### config.mk
export PLATFORM = sky130hd
export DESIGN_NAME = stage_sequencer
export DESIGN_NICKNAME = d
export VERILOG_FILES = /design/src/rtl/stage_sequencer.sv
export SDC_FILE = /design/constraint.sdc
export NUM_CORES = 1
export LEC_CHECK = 0
export BUFFER_PORTS_ARGS = -buffer_cell sky130_fd_sc_hd__buf_2
export CORE_UTILIZATION = 35
export CTS_CLUSTER_SIZE = 40
export DETAILED_ROUTE_END_ITERATION = 10
export RECOVER_POWER = 25
export SYNTH_ARGS = -nofsm -noshare
export SYNTH_HDL_FRONTEND = slang
export SYNTH_SLANG_ARGS = --single-unit
### constraint.sdc
create_clock -name i_clk -period 3.6 [get_ports i_clk]
set_input_delay 0.72 -clock i_clk [delete_from_list [all_inputs] [get_ports i_clk]]
set_output_delay 0.72 -clock i_clk [all_outputs]
set_load 0.005 [all_outputs]
### src/rtl/stage_sequencer.sv
// Single-clock IF/ID/EX/MEM/WB sequencer. Issues one-cycle stage enables,
// stretches FETCH/MEM on memory handshakes, and provides run/step/halt control.
module stage_sequencer #(
  parameter int WAIT_MAX = 16
) (
  input  logic        i_clk,
  input  logic        i_reset,
  input  logic        i_run,
  input  logic        i_step,
  input  logic        i_imem_ready,
  input  logic        i_dmem_ready,
  input  logic        i_mem_access,
  output logic        o_en_if,
  output logic        o_en_id,
  output logic        o_en_ex,
  output logic        o_en_mem,
  output logic        o_en_wb,
  output logic        o_imem_req,
  output logic        o_dmem_req,
  output logic        o_halted,
  output logic        o_timeout,
  output logic [31:0] o_instr_cnt
);

  typedef enum logic [2:0] {
    S_HALT, S_FETCH, S_DECODE, S_EXEC, S_MEM, S_WB
  } state_t;

  state_t      r_state;
  logic        r_step_mode;
  logic        r_timeout;
  logic [7:0]  r_wait_cnt;
  logic [31:0] r_instr_cnt;

  logic w_wait_expired;
  logic w_mem_done;

  assign w_wait_expired = (r_wait_cnt == 8'(WAIT_MAX - 1));
  // A non-memory instruction passes MEM without a data handshake.
  assign w_mem_done     = !i_mem_access || i_dmem_ready;

  always_comb begin
    o_halted   = (r_state == S_HALT);
    o_imem_req = (r_state == S_FETCH);
    o_dmem_req = (r_state == S_MEM) && i_mem_access;
    o_en_if    = (r_state == S_FETCH) && i_imem_ready;
    o_en_id    = (r_state == S_DECODE);
    o_en_ex    = (r_state == S_EXEC);
    o_en_mem   = (r_state == S_MEM) && w_mem_done;
    o_en_wb    = (r_state == S_WB);
  end

  assign o_timeout   = r_timeout;
  assign o_instr_cnt = r_instr_cnt;

  always_ff @(posedge i_clk) begin
    if (i_reset) begin
      r_state     <= S_HALT;
      r_step_mode <= 1'b0;
      r_timeout   <= 1'b0;
      r_wait_cnt  <= 8'd0;
      r_instr_cnt <= 32'd0;
    end else begin
      case (r_state)
        S_HALT: begin
          r_wait_cnt <= 8'd0;
          if (!r_timeout && (i_run || i_step)) begin
            r_state     <= S_FETCH;
            r_step_mode <= i_step && !i_run;
          end
        end
        S_FETCH: begin
          if (i_imem_ready) begin
            r_state    <= S_DECODE;
            r_wait_cnt <= 8'd0;
          end else if (w_wait_expired) begin
            r_state     <= S_HALT;
            r_timeout   <= 1'b1;
            r_step_mode <= 1'b0;
            r_wait_cnt  <= 8'd0;
          end else begin
            r_wait_cnt <= r_wait_cnt + 8'd1;
          end
        end
        S_DECODE: r_state <= S_EXEC;
        S_EXEC:   r_state <= S_MEM;
        S_MEM: begin
          if (w_mem_done) begin
            r_state    <= S_WB;
            r_wait_cnt <= 8'd0;
          end else if (w_wait_expired) begin
            r_state     <= S_HALT;
            r_timeout   <= 1'b1;
            r_step_mode <= 1'b0;
            r_wait_cnt  <= 8'd0;
          end else begin
            r_wait_cnt <= r_wait_cnt + 8'd1;
          end
        end
        S_WB: begin
          r_instr_cnt <= r_instr_cnt + 32'd1;
          r_wait_cnt  <= 8'd0;
          if (i_run && !r_step_mode) begin
            r_state <= S_FETCH;
          end else begin
            r_state     <= S_HALT;
            r_step_mode <= 1'b0;
          end
        end
        default: r_state <= S_HALT;
      endcase
    end
  end

endmodule

==> out/results.ini <==
[global_route]
grt_pass1_vias=1647
overflow=0
grt_pass1_wl_um=7500
grt_max_degree=43
grt.total_usage_pct=14.1
antenna_found_initial=0

[power]
switching_share_pct=26.4
vdd_drop_max_uv=181
p_leak_nw=1.09
p_clk_share_pct=37.5
sequentialPowerShare_pct=56.3
cellPowerDensity_nw_per_um2=345
p_comb_share_pct=6.2
switching_power_mw=0.241
p_int_mw=0.674

[clock_network]
clk_path_buf_depth=2
cts_inserted_buffers=5
post_cts_buffers=0
cts_root_buf=clkbuf_8
cts.sinks=45
postCtsHoldBufs=0
cts_tree=done
cts.clk_slew.worst_paths_ns=0.09
cts.repair.resized=0
cts.htree.levels=2
insertion_delay_ns=0.31

[floorplanning]
die-width_um=82.7
initial_core_util_pct=36.1
rows=29
pin_count=48
die_area_um2=6840
coreArea_um2=6310
die_h_um=82.7

[timing]
worst_pin_slew_ns=0.771
finClkSkew_ns=0.0131
hold_viol=0
setup_tns_ns=0
slew_headroom_pct=48.5
fin_crit_ns=2.36
setup_ws_ns=1.24
setup_viol=0
holdWs_ns=0.486
final_max_slew_viol_count=0
rsz0062_at_grt=false
period_share_pct=65.6
max_freq_ghz=0.424

[synth]
async_reset_ff_share_pct=0
avgSynthCellArea_um2=8.57
synth_cells=266
ys.flop_type=dfxtp_1
synth-seq-area-share_pct=39.5
synth_cell_types=43
synth_seq_cells=45
synth_enable_flop_cells=0
syn_area_um2=2280
synth_warnings=0
synth_nets=275

[cells_and_area]
areaGrowthSynthToFinish_pct=16.4
final_nets=319
n_antenna_cell=0
drive_gt1_share_pct=17.4
fillerInstances=660
layoutNonFillerInstCount=388

[setup_path]
worst-path-max-fanout=25
cp.arrival_ns=1.64
slowest_delay_ns=0.83
critPathSlowestCell=dfxtp_1
crit_chain=nor3b_1, and2_1, buf_2
cp-start-kind=flip-flop
crit_required_ns=2.88
critPathKind=flip-flop to output pin
end_kind=output pin

[place]
hpwlAfterDp_um=3340
gp_congestion=0.816
dp_slack_ns=1.40
dp_cells=380
port_buffers=47

[routing]
drt_iter0_drc=88
firstDrtPassIters=4
route.detailed.drc=0
vias=1920
viasPerCell=4.95
drt_wl_total_um=4590
wire_per_inst_um=11.8
antenna_left=0

[flow_run]
cap_violations=0

[status]
outcome=finished, final reports clean

[hold_path]
hp-class=flip-flop to flip-flop

-- kinds of logic after synthesis --
kind of cell | synth area share, %
AOI/OAI and AO/OA | 7.46
buffers and inverters | 2.47
xor gates and xnor gates | 11.9
DFF | 39.5
muxes | 2.19
adders and majority gates | 1.10
and+or+nand+nor | 35.4
-- path summary, 6_finish.rpt --
kind                            startpoint                      endpoint  slack, ns  cells past startpoint
setup / recovery   r_state[1]$_SDFFE_PP0N_                    o_dmem_req       1.24                      3
hold / removal    r_step_mode$_SDFFE_PP0P_      r_step_mode$_SDFFE_PP0P_       0.49                      2
setup reg to reg   r_state[1]$_SDFFE_PP0N_  o_instr_cnt[30]$_SDFFE_PP0P_       1.40                      5
hold reg to reg   r_step_mode$_SDFFE_PP0P_      r_step_mode$_SDFFE_PP0P_       0.49                      2
-- synthesized netlist by cell type, types with 2 or more instances --
cell / number / share of area, %
nor3_1: 7 / 1.5
xor2_1: 23 / 8.8
o21bai_1: 2 / 0.66
buf_1: 2 / 0.33
a21oi_1: 12 / 2.6
nor2_1: 48 / 7.9
and3_1: 5 / 1.4
nand3_1: 13 / 2.9
nand2_1: 15 / 2.5
or2_2: 2 / 0.55
ha_1: 2 / 1.1
nand4b_1: 2 / 0.77
dfxtp_1: 45 / 39
nand2b_1: 5 / 1.4
nor4_2: 2 / 1.1
a31oi_1: 3 / 0.82
or3_1: 4 / 1.1
nand4_1: 11 / 3.0
inv_1: 5 / 0.82
nor4_4: 3 / 2.8
o21ai_0: 6 / 1.3
nor2b_1: 5 / 1.4
and2_1: 4 / 1.1
clkbuf_1: 8 / 1.3
nor3b_1: 3 / 0.99
xnor2_1: 8 / 3.1
mux2i_1: 5 / 2.2
-- registers in the layout (all words and copies together), names as in the netlist --
| name | cells |
|---|---|
| o_timeout | 1 |
| r_step_mode | 1 |
| o_instr_cnt | 32 |
| r_wait_cnt | 8 |
| r_state | 3 |
-- per-stage QoR --
| stage | total power, mW | utilization (%) | cell area [um^2] |
|---|---|---|---|
| floorplan | 0.566 | - | 2280 |
| finish | 0.916 | 42.1 | 2660 |
| detailed placement | 0.585 | 40.8 | 2570 |
| CTS | 0.931 | 42.3 | 2670 |
| global placement | 0.585 | 40.8 | 2570 |
| global route | 0.964 | 42.1 | 2660 |
-- layer usage --
metal / routed length (um) / up-vias / track usage, %
met2: 1960 / 55 / 21.4
met3: 269 / 2 / 3.41
met4: 18 / 0 / 4.14
li1: - / 1008 / -
met1: 2340 / 855 / 19.7
met5: 0 / - / 0
-- worst max-delay path, delay by kind of cell (launching register included) --
kind / cells / cell delay (ns)
buffers and inverters: 1 / 0.12
DFF: 1 / 0.83
and+or+nand+nor: 2 / 0.40
-- power groups by stage --
stage | Combinational, mW | Clock (mW) | Sequential (mW)
after floorplan | 0.0479 | 0 | 0.518
after global placement | 0.0574 | 0 | 0.527
final | 0.0569 | 0.343 | 0.516
after CTS | 0.0577 | 0.357 | 0.516
after global routing | 0.0645 | 0.381 | 0.518
after detailed placement | 0.0576 | 0 | 0.527
-- cells in the final DEF, fill, tap and decap left out, drive strengths merged, types with 5 or more instances in the layout --
| master | instances |
|---|---|
| nor2b | 5 |
| nor3 | 7 |
| o21ai | 6 |
| xnor2 | 8 |
| xor2 | 23 |
| nand2b | 5 |
| dfxtp | 45 |
| a21oi | 12 |
| clkbuf | 19 |
| nor2 | 48 |
| nor4 | 6 |
| buf | 33 |
| nand4 | 13 |
| nand2 | 16 |
| mux2i | 5 |
| nand3 | 14 |
| inv | 8 |
| and3 | 5 |
-- area by class of cell --
| class | instances | area, um^2 | area share [%] |
|---|---|---|---|
| repair buffers | 47 | 218 | 8.20 |
| well taps | 77 | 96.3 | 3.63 |
| inverters | 5 | 18.8 | 0.707 |
| clock buffers | 5 | 68.8 | 2.59 |
| flip-flops and latches | 45 | 901 | 33.9 |
| clock inverters | 3 | 28.8 | 1.08 |
| multi-input cells | 206 | 1320 | 49.9 |
(Power assumes the default switching activity.)
